**src/rtl/ddr2_read_unload.sv**
```systemverilog
// rtl/ddr2_read_unload.sv - DDR2 read-return sequencer: listen timing, ring buffer unload, tagged return stream
module ddr2_read_unload #(
    parameter int RL      = 5,
    parameter int DRAIN   = 6,
    parameter int MIN_GAP = 8,
    parameter int TAG_W   = 4
) (
    input  logic             clk,
    input  logic             reset_n,
    input  logic             rd_issue,
    input  logic [TAG_W-1:0] rd_tag,
    output logic             listen,
    output logic [2:0]       readPtr,
    input  logic [15:0]      din,
    output logic [15:0]      dout,
    output logic             dout_valid,
    output logic             dout_last,
    output logic [TAG_W-1:0] dout_tag,
    output logic             busy,
    output logic             err_gap
);
    localparam int         GAP_W    = $clog2(MIN_GAP) + 1;
    localparam logic [3:0] DRAIN_LD = 4'(DRAIN - 1);

    typedef enum logic [1:0] {S_IDLE, S_DRAIN, S_UNLOAD} state_t;

    logic [RL-1:0]    dl_valid_q;
    logic [TAG_W-1:0] dl_tag_q [RL];
    logic [GAP_W-1:0] gap_q;
    logic             err_q;
    logic             accept;
    logic [TAG_W-1:0] lst_tag;

    state_t           state_q, state_d;
    logic [3:0]       cnt_q, cnt_d;
    logic [3:0]       pcnt_q, pcnt_d;
    logic [2:0]       ptr_q, ptr_d;
    logic [TAG_W-1:0] cur_tag_q, cur_tag_d;
    logic [TAG_W-1:0] pend_tag_q, pend_tag_d;
    logic             pend_q, pend_d;

    logic [15:0]      dout_q;
    logic             dvalid_q, dlast_q;
    logic [TAG_W-1:0] dtag_q;

    assign accept  = rd_issue && (gap_q == '0);
    assign listen  = dl_valid_q[RL-1];
    assign lst_tag = dl_tag_q[RL-1];

    always_ff @(posedge clk or negedge reset_n) begin
        if (!reset_n) begin
            dl_valid_q <= '0;
            for (int i = 0; i < RL; i++) dl_tag_q[i] <= '0;
            gap_q      <= '0;
            err_q      <= 1'b0;
        end else begin
            dl_valid_q  <= {dl_valid_q[RL-2:0], accept};
            dl_tag_q[0] <= rd_tag;
            for (int i = 1; i < RL; i++) dl_tag_q[i] <= dl_tag_q[i-1];
            if (accept)
                gap_q <= GAP_W'(MIN_GAP - 1);
            else if (gap_q != '0)
                gap_q <= gap_q - GAP_W'(1);
            if (rd_issue && !accept)
                err_q <= 1'b1;
        end
    end

    // A listen that lands mid-unload is parked with its own countdown so its
    // unload starts exactly DRAIN clocks after its listen, even back-to-back.
    always_comb begin
        state_d    = state_q;
        cnt_d      = cnt_q;
        ptr_d      = ptr_q;
        cur_tag_d  = cur_tag_q;
        pend_d     = pend_q;
        pend_tag_d = pend_tag_q;
        pcnt_d     = pcnt_q;
        if (pend_q && pcnt_q != 4'd0)
            pcnt_d = pcnt_q - 4'd1;
        case (state_q)
            S_IDLE: begin
                if (listen) begin
                    state_d   = S_DRAIN;
                    cnt_d     = DRAIN_LD;
                    cur_tag_d = lst_tag;
                end
            end
            S_DRAIN: begin
                cnt_d = cnt_q - 4'd1;
                if (cnt_q == 4'd1) begin
                    state_d = S_UNLOAD;
                    ptr_d   = 3'd0;
                end
                if (listen) begin
                    pend_d     = 1'b1;
                    pend_tag_d = lst_tag;
                    pcnt_d     = DRAIN_LD;
                end
            end
            S_UNLOAD: begin
                ptr_d = ptr_q + 3'd1;
                if (ptr_q == 3'd7) begin
                    if (listen) begin
                        state_d   = S_DRAIN;
                        cnt_d     = DRAIN_LD;
                        cur_tag_d = lst_tag;
                    end else if (pend_q) begin
                        pend_d    = 1'b0;
                        cur_tag_d = pend_tag_q;
                        if (pcnt_q <= 4'd1) begin
                            state_d = S_UNLOAD;
                        end else begin
                            state_d = S_DRAIN;
                            cnt_d   = pcnt_q - 4'd1;
                        end
                    end else begin
                        state_d = S_IDLE;
                    end
                end else if (listen) begin
                    pend_d     = 1'b1;
                    pend_tag_d = lst_tag;
                    pcnt_d     = DRAIN_LD;
                end
            end
            default: state_d = S_IDLE;
        endcase
    end

    always_ff @(posedge clk or negedge reset_n) begin
        if (!reset_n) begin
            state_q    <= S_IDLE;
            cnt_q      <= '0;
            pcnt_q     <= '0;
            ptr_q      <= '0;
            cur_tag_q  <= '0;
            pend_tag_q <= '0;
            pend_q     <= 1'b0;
            dout_q     <= '0;
            dvalid_q   <= 1'b0;
            dlast_q    <= 1'b0;
            dtag_q     <= '0;
        end else begin
            state_q    <= state_d;
            cnt_q      <= cnt_d;
            pcnt_q     <= pcnt_d;
            ptr_q      <= ptr_d;
            cur_tag_q  <= cur_tag_d;
            pend_tag_q <= pend_tag_d;
            pend_q     <= pend_d;
            if (state_q == S_UNLOAD) begin
                dout_q   <= din;
                dvalid_q <= 1'b1;
                dlast_q  <= (ptr_q == 3'd7);
                dtag_q   <= cur_tag_q;
            end else begin
                dvalid_q <= 1'b0;
                dlast_q  <= 1'b0;
            end
        end
    end

    assign readPtr    = ptr_q;
    assign dout       = dout_q;
    assign dout_valid = dvalid_q;
    assign dout_last  = dlast_q;
    assign dout_tag   = dtag_q;
    assign err_gap    = err_q;
    assign busy       = (|dl_valid_q) || (state_q != S_IDLE) || pend_q || dvalid_q;

endmodule
```
**config.mk**
```make
export PLATFORM = sky130hd
export DESIGN_NAME = ddr2_read_unload
export DESIGN_NICKNAME = d
export VERILOG_FILES = /design/src/rtl/ddr2_read_unload.sv
export SDC_FILE = /design/constraint.sdc
export NUM_CORES = 1
export LEC_CHECK = 0
export CAP_MARGIN = 20
export CORE_AREA = 2 2 91 93
export DETAILED_ROUTE_END_ITERATION = 10
export DIE_AREA = 0 0 93 95
export GPL_TIMING_DRIVEN = 0
export SKIP_CTS_REPAIR_TIMING = 1
export SLEW_MARGIN = 20
export SYNTH_ARGS = -nofsm -noshare
export SYNTH_HDL_FRONTEND = slang
export SYNTH_SLANG_ARGS = --single-unit
export TNS_END_PERCENT = 100
```
**constraint.sdc**
```tcl
create_clock -name clk -period 2.54 [get_ports clk]
set_clock_uncertainty 0.15 [all_clocks]
set_input_delay 0.254 -clock clk [delete_from_list [all_inputs] [get_ports clk]]
set_output_delay 0.254 -clock clk [all_outputs]
set_load 0.1 [all_outputs]
```
==> results of run 1 <==
worst paths after layout:
path | slack [ns] | end | depth (start not counted) | startpoint
min reg2reg | 0.19 | dl_tag_q[14]$_DFF_PN0_ | 0 | dl_tag_q[18]$_DFF_PN0_
max | 0.15 | cnt_q[0]$_DFFE_PN0P_ | 8 | state_q[0]$_DFFE_PN0P_
min | 0.19 | dl_tag_q[14]$_DFF_PN0_ | 0 | dl_tag_q[18]$_DFF_PN0_
max in group asynchronous | 1.49 | dout[12]$_DFFE_PN0P_ | 3 | reset_n
min in group asynchronous | 0.20 | lst_tag[2]$_DFF_PN0_ | 2 | reset_n
max reg2reg | 0.15 | cnt_q[0]$_DFFE_PN0P_ | 8 | state_q[0]$_DFFE_PN0P_
flip-flops by register name, indices dropped and copies added, names as in the netlist:
register and flops:
dl_tag_q 16, cur_tag_q 4, state_q 2, dout_last 1, dl_valid_q 5, pend_q 1, dout_valid 1, lst_tag 4
readPtr 3, err_gap 1, dout 16, gap_q 4, cnt_q 4, pend_tag_q 4, pcnt_q 4, dout_tag 4
metrics by stage:
| step | setup TNS, ns | setup slack, ns | cells | instance area, sq um | hold slack, ns |
|---|---|---|---|---|---|
| 2_1_floorplan | 0 | 0.0506 | 235 | 3060 | -0.192 |
| 3_3_place_gp | -113.08 | -1.80 | 390 | 3690 | 0.182 |
| 3_5_place_dp | -0.0167 | -0.0167 | 391 | 3720 | 0.000723 |
| 4_1_cts | -0.395 | -0.395 | 407 | 3880 | -0.369 |
| 5_1_grt | 0 | 0.0423 | 408 | 3890 | 0.186 |
| 6_report | 0 | 0.148 | 408 | 3890 | 0.190 |
critical path: cells and delay by family, from the launching register on:
kind | cells | cell delay, ns
buffers and inverters | 3 | 0.53
flip-flops | 1 | 0.42
adder cells (fa/ha/maj) | 1 | 0.19
AND/OR/NAND/NOR | 3 | 0.67
multiplexers | 1 | 0.30
metal layers:
| metal | vias up | track usage | routed length [um] |
|---|---|---|---|
| met5 | - | 0 | 0 |
| met4 | 0 | 0.0453 | 8 |
| met3 | 2 | 0.0423 | 235 |
| met2 | 40 | 0.209 | 2580 |
| met1 | 979 | 0.192 | 2700 |
| li1 | 943 | - | - |
cell type report:
cell class / instances / area (sq um)
fill: 732 / 4040
clock inverter: 2 / 12.5
tap: 105 / 131
multi-input combinational: 136 / 1100
clock buffer: 14 / 153
sequential: 74 / 1850
timing repair buffer: 52 / 531
buffer: 9 / 45.0
inverter: 16 / 60.1
kinds of logic after synthesis:
kind of cell | after synthesis
AOI/OAI and AO/OA | 44
xor gates and xnor gates | 4
and+or+nand+nor | 42
muxes | 34
DFF | 74
adders and majority gates | 12
buffers and inverters | 25
cells in the final DEF (no fill, tap or decap), types with 2 or more instances in the layout:
cell type and n:
sky130_fd_sc_hd__a2bb2oi_1 3, sky130_fd_sc_hd__and2_1 2, sky130_fd_sc_hd__nand2b_1 2, sky130_fd_sc_hd__xnor2_1 3, sky130_fd_sc_hd__clkbuf_1 8, sky130_fd_sc_hd__a21o_1 2, sky130_fd_sc_hd__o21ai_0 8, sky130_fd_sc_hd__clkdlybuf4s50_1 48
sky130_fd_sc_hd__o211ai_1 2, sky130_fd_sc_hd__buf_4 3, sky130_fd_sc_hd__dfrtp_1 72, sky130_fd_sc_hd__nor3_1 4, sky130_fd_sc_hd__nor2_1 14, sky130_fd_sc_hd__a32o_1 2, sky130_fd_sc_hd__inv_1 16, sky130_fd_sc_hd__o21ai_1 2
sky130_fd_sc_hd__a21oi_1 8, sky130_fd_sc_hd__o31ai_1 4, sky130_fd_sc_hd__o21a_1 2, sky130_fd_sc_hd__nand2_1 9, sky130_fd_sc_hd__dfrtp_2 2, sky130_fd_sc_hd__clkbuf_8 10, sky130_fd_sc_hd__mux2_2 32, sky130_fd_sc_hd__ha_1 12
sky130_fd_sc_hd__nand3_1 2, sky130_fd_sc_hd__buf_2 3
==> qor.log, run 1 <==
INFO  floorplanning  top_level_i_o_count=51
INFO  logic_synthesis synth_area_per_cell=13.0squm
INFO  floorplanning  die_width=93um
INFO  logic_synthesis post_synth_most_frequent_cells=sky130_fd_sc_hd__dfrtp_1, sky130_fd_sc_hd__mux2_2, sky130_fd_sc_hd__inv_1, sky130_fd_sc_hd__nor2_1, sky130_fd_sc_hd__ha_1
INFO  cts            tritoncts.num_buffers=9
INFO  logic_synthesis post_synth_fa_ha_maj_area_fraction=0.0491
INFO  grt            grt_remaining_overflow=0
INFO  floorplanning  start_util=0.386
INFO  logic_synthesis largest_family_of_logic_cells_by_synthesized_area=multiplexers
INFO  cts            clk_path_buf_depth=2
INFO  place          port-buffer-count=50
INFO  critical_path  cell_with_the_largest_stage_delay_on_the_worst_path=sky130_fd_sc_hd__dfrtp_1
INFO  layout         nets=333
INFO  cts            root_buffer=sky130_fd_sc_hd__clkbuf_8
INFO  logic_synthesis synthArstFlopShare=1.00
INFO  logic_synthesis post-synth-top-count-cell=sky130_fd_sc_hd__dfrtp_1
INFO  route          drt-vias-per-instance=4.81
INFO  floorplanning  chipHeight=95um
INFO  logic_synthesis synth_area_leaders=sky130_fd_sc_hd__dfrtp_1, sky130_fd_sc_hd__mux2_2, sky130_fd_sc_hd__ha_1
INFO  logic_synthesis post_synth_mux_area_share=0.126
INFO  layout         antennaDiodeCount=0
INFO  logic_synthesis synth-seq-area-share=0.606
INFO  timing         timing.slew.headroom=0.339
INFO  critical_path  critical_path_sink_type=flop
INFO  cts            cts_tree=done
INFO  logic_synthesis synth_enable_flop_cells=0
INFO  logic_synthesis synth-simple-area-share=0.0745
INFO  critical_path  setup.worst_path.start_class=flop
INFO  critical_path  cpPeakStageDelay=0.42ns
INFO  critical_path  timing.critical_path.cells=inv_1 -> ha_1 -> buf_2 -> nand2b_1 -> buf_2 -> nor4_4 -> or2_4 -> mux2_4
INFO  grt            wire_length_of_the_first_global_routing_pass=9520um
INFO  route          drt-pass1-iter-count=4
INFO  logic_synthesis synth_top_cell_by_area=sky130_fd_sc_hd__dfrtp_1
INFO  logic_synthesis synth.yosys.warnings=0
INFO  timing         finalSetupViolations=0
INFO  layout         flow.area_growth_from_synthesis=27.1%
INFO  cts            worstSkewPairLatency=0.33ns
INFO  route          routedWlPerCell=13.5um
INFO  timing         timing.final.hold_violations=0
INFO  timing         finalWorstPathRequiredPeriod=2.39ns
INFO  grt            grt_max_degree=57
INFO  floorplanning  placementRows=33
INFO  cts            clk_transition_reported_paths=0.08ns
INFO  critical_path  critical_path_peak_fanout=8
INFO  place          post-dp-hpwl=3820um
INFO  route          drt_iter0_markers=70
INFO  timing         fmax=418MHz
INFO  flow_run       max-cap-violations=0
INFO  route          route.vias.total=1964
INFO  critical_path  required=2.60ns
INFO  cts            cts_htree_levels=3
INFO  grt            gr-usage-all-layers=0.139
INFO  run_status     status=complete, no violations
INFO  critical_path  timing.critical_path.mode_cell=sky130_fd_sc_hd__buf_2
INFO  grt            grt_pass1_vias=2001
INFO  layout         drive_gt1_frac=0.198
INFO  route          drt_drc_violations_left=0
INFO  logic_synthesis synth_area=0.00306sqmm
INFO  logic_synthesis yosys.area_share.xor_xnor=0.0115
INFO  timing         final-max-slew-violation-count=0
INFO  hold_path      hold_class=flop to flop
INFO  logic_synthesis syn_inst=235
INFO  place          gp_congestion=0.842
INFO  cts            clkSinkCount=74
INFO  logic_synthesis synth.ff_latch_count=74
INFO  grt            antenna_found_initial=0
INFO  route          final_antenna_net_count=0
INFO  logic_synthesis netlist.area_leader.share=0.606
INFO  layout         utilization=0.490
INFO  logic_synthesis synth.net_count=270
INFO  critical_path  critical_path_class=flop to flop
INFO  timing         rsz_0062_raised_after_global_routing=no
INFO  route          drt-total-wl=5520um
INFO  timing         final_min_period_over_clock_period=0.942
INFO  floorplanning  floorplan.core_area=0.00793sqmm
INFO  logic_synthesis synth_ff_type=sky130_fd_sc_hd__dfrtp_1
INFO  timing         transition_time_of_the_tightest_slew_check_pin=0.989ns
INFO  logic_synthesis synthDistinctLibCells=46
INFO  critical_path  worstPathArrival=2.45ns
INFO  floorplanning  dieArea=0.00884sqmm
INFO  logic_synthesis synth_compound_gate_area_share=0.0986
Power of run 1 is left out: the tool's default activity adds up to more than one toggle a clock period on the data nets, which glitch-free logic cannot reach.
==> inputs of run 2 (changes only) <==
--- a/config.mk
+++ b/config.mk
@@ -7,6 +7,7 @@
 export LEC_CHECK = 0
 export CAP_MARGIN = 20
 export CORE_AREA = 2 2 91 93
+export CTS_BUF_LIST = sky130_fd_sc_hd__clkbuf_4
 export DETAILED_ROUTE_END_ITERATION = 10
 export DIE_AREA = 0 0 93 95
 export GPL_TIMING_DRIVEN = 0
==> run 2 against run 1 <==
Net effect: setup slack got worse by 0.0039 ns; maximum frequency decreased by 0.16%; core utilization decreased by 0.65 points; cell count unchanged; global-route usage increased by 0.051 points; via count decreased by 0.71%; die area unchanged; critical endpoint unchanged.
==> qor.log, run 2 (synthesis gave the netlist of run 1 again) <==
INFO  run_status     status=complete, no violations
INFO  critical_path  critical_path_class=flop to flop
INFO  timing         rsz_0062_raised_after_global_routing=no
INFO  route          routedWlPerCell=13.5um
INFO  layout         nets=333
INFO  critical_path  critical_path_sink_type=flop
INFO  cts            tritoncts.num_buffers=9
INFO  timing         finalWorstPathRequiredPeriod=2.40ns
INFO  cts            cts_htree_levels=3
INFO  critical_path  setup.worst_path.start_class=flop
INFO  timing         final_min_period_over_clock_period=0.943
INFO  route          final_antenna_net_count=0
INFO  place          detailed_place.area=0.00372sqmm
INFO  floorplanning  die_width=93um
INFO  route          drt-vias-per-instance=4.78
INFO  timing         timing.slew.headroom=0.339
INFO  floorplanning  floorplan.core_area=0.00793sqmm
INFO  route          drt_drc_violations_left=0
INFO  timing         summed_negative_setup_slack_over_all_endpoints=0ns
INFO  layout         final-seq-area=0.00185sqmm
INFO  cts            clkSinkCount=74
INFO  floorplanning  top_level_i_o_count=51
INFO  place          gp_congestion=0.842
INFO  cts            cts_tree=done
INFO  layout         final_common_cell=sky130_fd_sc_hd__dfrtp_1
INFO  grt            antenna_found_initial=0
INFO  layout         flow.area_growth_from_synthesis=25.5%
INFO  cts            worstSkewPairLatency=0.40ns
INFO  timing         hold-worst-slack=0.125ns
INFO  grt            globalRouteMet3Util=0.0375
INFO  floorplanning  chipHeight=95um
INFO  grt            grt.met1_usage=0.190
INFO  layout         utilization=0.484
INFO  hold_path      hold_class=input pin to asynchronous set/reset pin
INFO  place          port-buffer-count=50
INFO  flow_run       max-cap-violations=0
INFO  route          drt_iter0_markers=52
INFO  place          post-dp-hpwl=3820um
INFO  floorplanning  start_util=0.386
INFO  cts            clk_path_buf_depth=2
INFO  cts            root_buffer=sky130_fd_sc_hd__clkbuf_4
INFO  route          route.vias.total=1950
INFO  grt            grt_max_degree=57
INFO  timing         finalSetupViolations=0
INFO  cts            clk_transition_reported_paths=0.11ns
INFO  critical_path  critical_path_peak_fanout=8
INFO  grt            gr-usage-all-layers=0.139
INFO  timing         fmax=417MHz
INFO  floorplanning  dieArea=0.00884sqmm
INFO  grt            wire_length_of_the_first_global_routing_pass=9550um
INFO  critical_path  worstPathArrival=2.52ns
INFO  grt            grt-busiest-layer=met2
INFO  grt            grt_pass1_vias=2029
INFO  timing         final-max-slew-violation-count=0
INFO  timing         timing.final.hold_violations=0
INFO  layout         most-common-layout-cells=sky130_fd_sc_hd__dfrtp_1, sky130_fd_sc_hd__clkdlybuf4s50_1, sky130_fd_sc_hd__mux2_2, sky130_fd_sc_hd__inv_1, sky130_fd_sc_hd__nor2_1
INFO  layout         area_of_combinational_cells_with_multiple_inputs=0.00110sqmm
INFO  grt            gr-usage-met2=0.210
INFO  route          drt-total-wl=5500um
INFO  layout         finish.instance_area=0.00383sqmm
INFO  layout         drive_gt1_frac=0.208
INFO  critical_path  startpoint=state_q[0]$_DFFE_PN0P_
INFO  timing         transition_time_of_the_tightest_slew_check_pin=0.988ns
INFO  critical_path  required=2.67ns
INFO  floorplanning  placementRows=33
INFO  layout         fillCellCount=733
INFO  grt            grt_remaining_overflow=0
INFO  route          drt-pass1-iter-count=4
INFO  layout         antennaDiodeCount=0
INFO  critical_path  regToRegStartpoint=state_q[0]$_DFFE_PN0P_
[run 2: changes by cell type in the layout (fill, tap and decap cells not counted)]
cell,previous run,this run
sky130_fd_sc_hd__clkbuf_2,1,0
sky130_fd_sc_hd__clkinv_1,0,1
sky130_fd_sc_hd__buf_2,3,4
sky130_fd_sc_hd__clkbuf_4,0,13
sky130_fd_sc_hd__clkbuf_1,8,4
sky130_fd_sc_hd__clkbuf_8,10,0
[run 2: worst paths after layout]
path	depth (start not counted)	to	slack, ns
min reg2reg	0	lst_tag[0]$_DFF_PN0_	0.20
min	2	lst_tag[2]$_DFF_PN0_	0.12
max	8	cnt_q[0]$_DFFE_PN0P_	0.14
min in group clk	1	dl_tag_q[19]$_DFF_PN0_	0.14
max in group asynchronous	3	cnt_q[1]$_DFFE_PN0P_	1.56
max reg2reg	8	cnt_q[0]$_DFFE_PN0P_	0.14
[run 2: layer usage]
metal  vias up  share of wire
met5         -              0
met4         0          0.019
met3         9          0.041
met2        45           0.45
met1       959           0.49
li1        937              -
[run 2: cell type report]
| class | count | area share |
|---|---|---|
| Clock inverter | 3 | 0.00424 |
| Timing Repair Buffer | 52 | 0.138 |
| Multi-Input combinational cell | 136 | 0.287 |
| Buffer | 9 | 0.0117 |
| Tap cell | 105 | 0.0343 |
| Clock buffer | 13 | 0.0254 |
| Inverter | 16 | 0.0157 |
| Sequential cell | 74 | 0.484 |
[run 2: through the flow]
step                cells  worst slack (ns)
floorplan             235            0.0506
global placement      390             -1.80
detailed placement    391           -0.0167
CTS                   407            -0.481
global route          408            0.0181
finish                408             0.144
[run 2: critical path, stage by stage (launching register included)]
cell	delay (ns)
sky130_fd_sc_hd__dfrtp_1	0.44
sky130_fd_sc_hd__inv_1	0.15
sky130_fd_sc_hd__ha_1	0.18
sky130_fd_sc_hd__buf_2	0.21
sky130_fd_sc_hd__nand2b_1	0.07
sky130_fd_sc_hd__buf_2	0.18
sky130_fd_sc_hd__nor4_4	0.37
sky130_fd_sc_hd__or2_4	0.22
sky130_fd_sc_hd__mux2_4	0.30
Power of run 2 is left out for the same reason.
